--- config.mk ---
export PLATFORM = sky130hd
export DESIGN_NAME = stream_credit_fifo
export DESIGN_NICKNAME = d
export VERILOG_FILES = /design/src/rtl/stream_pkg.sv /design/src/rtl/stream_fifo_mem.sv /design/src/rtl/stream_credit_fifo.sv
export SDC_FILE = /design/constraint.sdc
export NUM_CORES = 1
export LEC_CHECK = 0
export CORE_MARGIN = 1
export CORE_UTILIZATION = 25
export CTS_BUF_LIST = sky130_fd_sc_hd__clkbuf_2 sky130_fd_sc_hd__clkbuf_4 sky130_fd_sc_hd__clkbuf_8
export DETAILED_ROUTE_END_ITERATION = 10
export PLACE_DENSITY = 0.45
export SLEW_MARGIN = 20
export SYNTH_ARGS = -nofsm -noshare
export SYNTH_HDL_FRONTEND = slang
export SYNTH_HIERARCHICAL = 1
export SYNTH_SLANG_ARGS = --single-unit
export TNS_END_PERCENT = 100
--- constraint.sdc ---
create_clock -name clk -period 10.38 [get_ports clk]
set_clock_uncertainty 0.1 [all_clocks]
set_input_delay 2.076 -clock clk [delete_from_list [all_inputs] [get_ports clk]]
set_output_delay 2.076 -clock clk [all_outputs]
set_load 0.01 [all_outputs]
--- src/rtl/stream_pkg.sv ---
// Shared helpers for the stream blocks: pointer and occupancy width rules.
package stream_pkg;

  // A pointer is never narrower than one bit, even for degenerate depths.
  function automatic int clog2_min1(input int n);
    int r;
    r = 0;
    for (int i = 0; i < 32; i++) begin
      if ((1 << r) < n) r = r + 1;
    end
    return (r < 1) ? 1 : r;
  endfunction

  // Occupancy must represent 0..DEPTH inclusive, hence one bit above the pointer width.
  function automatic int count_width(input int depth);
    return clog2_min1(depth) + 1;
  endfunction

  localparam int DEFAULT_WIDTH = 32;
  localparam int DEFAULT_DEPTH = 8;

endpackage

--- src/rtl/stream_fifo_mem.sv ---
// DEPTH x WIDTH register array: synchronous write, asynchronous read, contents never reset.
module stream_fifo_mem
  import stream_pkg::*;
#(
  parameter int WIDTH = DEFAULT_WIDTH,
  parameter int DEPTH = DEFAULT_DEPTH,
  parameter int PTR_W = clog2_min1(DEPTH)
) (
  input  logic             clk,
  input  logic             we,
  input  logic [PTR_W-1:0] waddr,
  input  logic [WIDTH-1:0] wdata,
  input  logic [PTR_W-1:0] raddr,
  output logic [WIDTH-1:0] rdata
);

  logic [WIDTH-1:0] mem_q [DEPTH];

  always_ff @(posedge clk) begin
    if (we) mem_q[waddr] <= wdata;
  end

  assign rdata = mem_q[raddr];

endmodule

--- src/rtl/stream_credit_fifo.sv ---
// Elastic FWFT FIFO behind a non-stalling delay stage; ready_i reserves SLACK slots
// for beats still in flight so a well-behaved upstream never loses data.
module stream_credit_fifo
  import stream_pkg::*;
#(
  parameter int WIDTH = DEFAULT_WIDTH,
  parameter int DEPTH = DEFAULT_DEPTH,
  parameter int SLACK = 1
) (
  input  logic                         clk,
  input  logic                         reset,
  input  logic [WIDTH-1:0]             data_i,
  input  logic                         valid_i,
  output logic                         ready_i,
  output logic [WIDTH-1:0]             data_o,
  output logic                         valid_o,
  input  logic                         ready_o,
  output logic [count_width(DEPTH)-1:0] count,
  output logic                         overflow
);

  localparam int PTR_W = clog2_min1(DEPTH);
  localparam int CNT_W = count_width(DEPTH);
  localparam int SUM_W = CNT_W + 1;
  localparam logic [CNT_W-1:0] DEPTH_C = CNT_W'(DEPTH);

  logic [PTR_W-1:0] wr_ptr_q, wr_ptr_d;
  logic [PTR_W-1:0] rd_ptr_q, rd_ptr_d;
  logic [CNT_W-1:0] count_q, count_d;
  logic             overflow_q, overflow_d;

  logic push, pop, drop;

  // Control uses only valid_i/ready_o so unknown payload bits never reach state.
  always_comb begin
    pop  = valid_o & ready_o;
    push = valid_i & ((count_q < DEPTH_C) | pop);
    drop = valid_i & ~push;

    wr_ptr_d   = wr_ptr_q;
    rd_ptr_d   = rd_ptr_q;
    count_d    = count_q;
    overflow_d = overflow_q | drop;

    if (push) wr_ptr_d = wr_ptr_q + PTR_W'(1);
    if (pop)  rd_ptr_d = rd_ptr_q + PTR_W'(1);

    if (push && !pop)      count_d = count_q + CNT_W'(1);
    else if (pop && !push) count_d = count_q - CNT_W'(1);
  end

  always_ff @(posedge clk or posedge reset) begin
    if (reset) begin
      wr_ptr_q   <= '0;
      rd_ptr_q   <= '0;
      count_q    <= '0;
      overflow_q <= 1'b0;
    end else begin
      wr_ptr_q   <= wr_ptr_d;
      rd_ptr_q   <= rd_ptr_d;
      count_q    <= count_d;
      overflow_q <= overflow_d;
    end
  end

  stream_fifo_mem #(
    .WIDTH (WIDTH),
    .DEPTH (DEPTH),
    .PTR_W (PTR_W)
  ) u_mem (
    .clk   (clk),
    .we    (push),
    .waddr (wr_ptr_q),
    .wdata (data_i),
    .raddr (rd_ptr_q),
    .rdata (data_o)
  );

  // Widened by one bit so count + SLACK cannot wrap.
  always_comb begin
    ready_i = ({1'b0, count_q} + SUM_W'(SLACK)) < SUM_W'(DEPTH);
    valid_o = (count_q != '0);
  end

  assign count    = count_q;
  assign overflow = overflow_q;

endmodule

==> After elaboration in Yosys (flattened, before gate mapping) <==
Memories as Yosys holds them, arrays and structs flattened.
Index checks and enable logic that the tools add are counted.
{ "classes": {"addsub": 5, "magnitude_cmp": 2, "n_mux": 4, "n_bitwise": 6, "reduce_logical": 6} }
{ "ops": {"columns": ["cell", "n"], "rows": [
  ["4-bit two-way mux", 2],
  ["3-bit by 1-bit adder with 3-bit output, second input constant", 2],
  ["4-bit by 1-bit adder with 5-bit output, second input constant", 1],
  ["5-bit by 4-bit less-than comparator with 1-bit output, second input constant", 1],
  ["4-bit by 1-bit adder with 4-bit output, second input constant", 1],
  ["4-bit less-than comparator, second input constant", 1],
  ["4-bit nonzero test", 1],
  ["4-bit by 1-bit subtractor with 4-bit output, second input constant", 1],
  ["1-bit bitwise AND", 3],
  ["1-bit logical AND", 2],
  ["1-bit zero test", 2],
  ["1-bit two-way mux", 2],
  ["1-bit bitwise OR", 2],
  ["2-bit nonzero test", 1],
  ["1-bit inverter", 1]
]} }
{ "word_totals": {"register_bits": 11, "mem_bits_rw": 256, "in_bits": 36, "out_inout_bits": 39, "word_cells": 28, "memories": 1} }
{ "memory_table": {"columns": ["name", "depth", "word_bits", "rd", "rd_ports_with_merged_regs", "write_ports", "line_no", "rtl"], "rows": [
  ["u_mem.mem_q", 8, 32, 1, 0, 1, "stream_fifo_mem.sv:17", "logic [WIDTH-1:0] mem_q [DEPTH];"]
]} }

==> Longest topological paths before layout <==
{ "depth": {"depth_word": 8, "depth_mapped": 9, "mapped_depth_nobuf": 9} }

==> By module <==
The synthesis kept the hierarchy.
{ "modules_own_cells": {"columns": ["mod", "n_inst", "cells_each", "area_per_inst_um2", "seq_area_each_um2"], "rows": [
  ["stream_fifo_mem", 1, 383, 9825.7, 7687.4],
  ["stream_credit_fifo", 1, 54, 619.3, 275.3]
]} }

==> Least setup slack after synthesis <==
No wires, ideal clock.
{ "synth_timing": {"path_type": "input to register", "startpoint": "in ready_o", "endpoint": "mem u_mem/mem_q[0][0] (netlist name) (enable)", "setup_ns": 0.461, "t_arrival_ns": 4.702, "t_required_ns": 9.819, "setup_slack_ns": 5.117, "stages": 5, "n_path_buf": 0, "cell_sequence": "nand2b_1 -> nand2_1 -> inv_1 -> nand2b_1 -> nor3_1"} }
{ "synth_via": {"elab_chain_cells": 5} }
{ "synth_rtl": {"columns": ["element", "line_no", "rtl"], "rows": [
  ["start: declaration", "stream_credit_fifo.sv:17", "input logic ready_o,"],
  ["1-bit bitwise AND", "stream_credit_fifo.sv:36", "pop = valid_o & ready_o;"],
  ["1-bit bitwise OR", "stream_credit_fifo.sv:37", "push = valid_i & ((count_q < DEPTH_C) | pop);"],
  ["1-bit bitwise AND", "stream_credit_fifo.sv:37", null],
  ["via push", "stream_credit_fifo.sv:32", "logic push, pop, drop;"],
  ["1-bit two-way mux", "stream_fifo_mem.sv:20", "if (we) mem_q[waddr] <= wdata;"],
  ["1-bit two-way mux (not written as such)", "stream_fifo_mem.sv:20", null],
  ["end: declaration", "stream_fifo_mem.sv:17", null]
]} }
The timed path passes the listed nets, and every way through them passes these cells.

==> Worst setup path after layout <==
{ "layout_timing": {"startpoint": "reg rd_ptr_q[0]", "endpoint": "out data_o[5]"} }
{ "layout_via": {"elab_chain_cells": 1} }
{ "layout_rtl": {"columns": ["element", "line_no", "rtl"], "rows": [
  ["start: declaration", "stream_credit_fifo.sv:28", "logic [PTR_W-1:0] rd_ptr_q, rd_ptr_d;"],
  ["start signal: assignment", "stream_credit_fifo.sv:60", "rd_ptr_q <= rd_ptr_d;"],
  ["memory read 8 x 32 bit", null, null],
  ["end: declaration", "stream_credit_fifo.sv:15", "output logic [WIDTH-1:0] data_o,"]
]} }
Every way passes these cells.

==> impl_metrics.env <==
export IMPL_status="finished with violations"
export IMPL_violations="DRC"
export IMPL_muxShareOfSynthArea_pct=19.1
export IMPL_cts_htree_levels=2
export IMPL_yosys_top_cells_area="edfxtp_1 (74%), mux4_1 (10%), mux4_2 (5.2%), mux2_2 (3.7%), dfrtp_1 (2.6%)"
export IMPL_yosys_area_share_adder_pct=0.791
export IMPL_cp_start_kind="flop"
export IMPL_cts_setup_buffers=0
export IMPL_vias=4768
export IMPL_grt_overflow=0
export IMPL_antenna_left=0
export IMPL_grt_pass1_wl_um=33400
export IMPL_clk_latency_ns=0.54
export IMPL_synth_top_family_by_area="multiplexers"
export IMPL_cts_root_buf="clkbuf_8"
export IMPL_cp_required_ns=8.20
export IMPL_worst_pin_slew_ns=0.971
export IMPL_finalSetupTns_ns=0
export IMPL_cp_arrival_ns=3.49
export IMPL_synth_edff_count=256
export IMPL_setup_viol=0
export IMPL_cts_buffer_depth=3
export IMPL_start_util_pct=25.5
export IMPL_drt_pass1_iter_count=7
export IMPL_synth_common_cells="edfxtp_1 (256), mux4_1 (40), mux2_2 (34)"
export IMPL_clock_sinks=267
export IMPL_viasPerCell=4.26
export IMPL_finalWirelength_um=22300
export IMPL_synth_seq_cells=267
export IMPL_rsz0062_at_grt="no"
export IMPL_synth_cell_types=31
export IMPL_syn_inst=437
export IMPL_fin_crit_ns=5.67
export IMPL_leakagePower_nw=4.12
export IMPL_die_h_um=206
export IMPL_drt_iter0_drc=222
export IMPL_grt_pass1_vias=5421
export IMPL_hp_class="reg -> reg"
export IMPL_cts_tree="yes"
export IMPL_synth_compound_area_share_pct=0.455
export IMPL_die_area_sq_um=42600
export IMPL_ys_flop_type="edfxtp_1"
export IMPL_synth_nets=479
export IMPL_clk_pin_slew_ns=0.06
export IMPL_maxCapViolCount=0
export IMPL_synthToLayoutAreaGrowth_pct=22.1
export IMPL_cp_max_fo=46
export IMPL_fmaxAchievable_mhz=176
export IMPL_antenna_found_initial=2
export IMPL_yosysWarnings=6
export IMPL_final_layout_size_suffix_gt1_share_pct=25.7
export IMPL_io_pins=75
export IMPL_synth_simple_gate_area_share_pct=1.47
export IMPL_core_area_sq_um=41000
export IMPL_yosys_area_top_type_share_pct=73.6
export IMPL_cts_resized=0
export IMPL_gp_congestion=0.650
export IMPL_synth_xor_area_share_pct=0.503
export IMPL_rows=74
export IMPL_grt_max_degree=66
export IMPL_finalHoldViolations=0
export IMPL_die_w_um=206
export IMPL_dpl_hpwl_um=12600
export IMPL_finalCritPeriodShare_pct=54.6
export IMPL_end_kind="primary output"
export IMPL_yosysSeqAreaShare_pct=76.2
export IMPL_powerDensity_nw_per_um2=271
export IMPL_io_buffers=74
export IMPL_place_inst=1035
export IMPL_final_net_count=593
export IMPL_avgSynthCellArea_sq_um=23.9
export IMPL_grt_total_usage_pct=10.8
export IMPL_numCtsBuffers=46
export IMPL_drc=20
export IMPL_netlist_area_sq_um=10400
export IMPL_ir_drop_mv=0.0968
export IMPL_finalMaxSlewViolations=0
export IMPL_crit_type="reg -> out"
export IMPL_power_mw=3.45
export IMPL_synth_most_common_cell="edfxtp_1"
export IMPL_async_flop_share_pct=4.12
export IMPL_final_cells=1120
export IMPL_synth_top_cell_by_area="edfxtp_1"
export IMPL_wire_per_inst_um=19.9
export IMPL_max_slew_margin_pct=35.3
export IMPL_whs_ns=0.404
export IMPL_postCtsHoldBufs=0
==> critical path, cell delays in order (launching register included) <==
cell             delay, ns
dfrtp_4               0.67
buf_4                 0.74
mux4_1                0.65
mux2_2                0.32
clkdlybuf4s50_1       0.50
==> area by class of cell <==
| type | instances | area, sq um |
|---|---|---|
| Multi-Input combinational cell | 147 | 2390 |
| Clock buffer | 54 | 693 |
| Timing Repair Buffer | 85 | 823 |
| Tap cell | 532 | 666 |
| Inverter | 4 | 15.0 |
| Clock inverter | 30 | 195 |
| Antenna cell | 1 | 2.50 |
| Fill cell | 3940 | 28300 |
| Sequential cell | 267 | 7970 |
==> metrics by stage <==
step | worst slack, ns | util [%] | instance area (sq um)
6_report | 4.71 | 31.1 | 12800
5_1_grt | 4.46 | 31.1 | 12800
4_1_cts | 4.57 | 31.1 | 12800
3_5_place_dp | 5.18 | 28.9 | 11900
3_3_place_gp | 5.17 | 28.9 | 11900
2_1_floorplan | 5.12 | - | 10400
==> path summary, 6_finish.rpt <==
kind / depth (start not counted) / slack [ns] / from / endpoint
max reg2reg: 6 / 7.47 / count[3]$_DFFE_PP0P_ / u_mem/mem_q[0][13]$_DFFE_PP_
max: 4 / 4.71 / rd_ptr_q[0]$_DFFE_PP0P_ / data_o[5]
min in group asynchronous: 2 / 1.75 / reset / rd_ptr_q[2]$_DFFE_PP0P_
min reg2reg: 1 / 0.40 / overflow$_DFF_PP0_ / overflow$_DFF_PP0_
min: 1 / 0.40 / overflow$_DFF_PP0_ / overflow$_DFF_PP0_
max in group asynchronous: 2 / 8.08 / reset / rd_ptr_q[0]$_DFFE_PP0P_
==> logic make-up (layout without fill, tap and decap cells) <==
family | Yosys count | count (layout)
AOI/OAI and AO/OA | 7 | 7
xor gates and xnor gates | 6 | 6
adders and majority gates | 6 | 6
buffers and inverters | 23 | 173
DFF | 267 | 267
muxes | 100 | 100
other | 0 | 1
and+or+nand+nor | 28 | 28
==> layer usage <==
| metal | routed length, um | global-route usage, % | vias up |
|---|---|---|---|
| li1 | - | - | 2116 |
| met1 | 9520 | 13.6 | 2495 |
| met2 | 11200 | 18.1 | 108 |
| met3 | 1150 | 2.66 | 47 |
| met4 | 443 | 3.36 | 2 |
| met5 | 17 | 0 | - |
==> placed cells by master (no fill, tap or decap), types with 11 or more instances in the layout <==
cell             count
edfxtp_1           256
clkinv_1            16
clkbuf_8            46
mux2_2              34
clkdlybuf4s50_1     74
mux4_2              24
buf_4               11
mux4_1              40
==> report_power, final <==
part	switching [mW]	internal (mW)	leakage [nW]	total, mW
clock network	0.412	0.497	0.463	0.909
registers	0.126	1.35	2.45	1.47
logic	0.473	0.597	1.21	1.07
total	1.01	2.44	4.12	3.45
==> state kept, by name (all words and copies together), names as in the netlist <==
register     count
wr_ptr_q         3
u_mem/mem_q    256
count            4
overflow         1
rd_ptr_q         3
No activity file was read; power rests on OpenSTA's default activity.
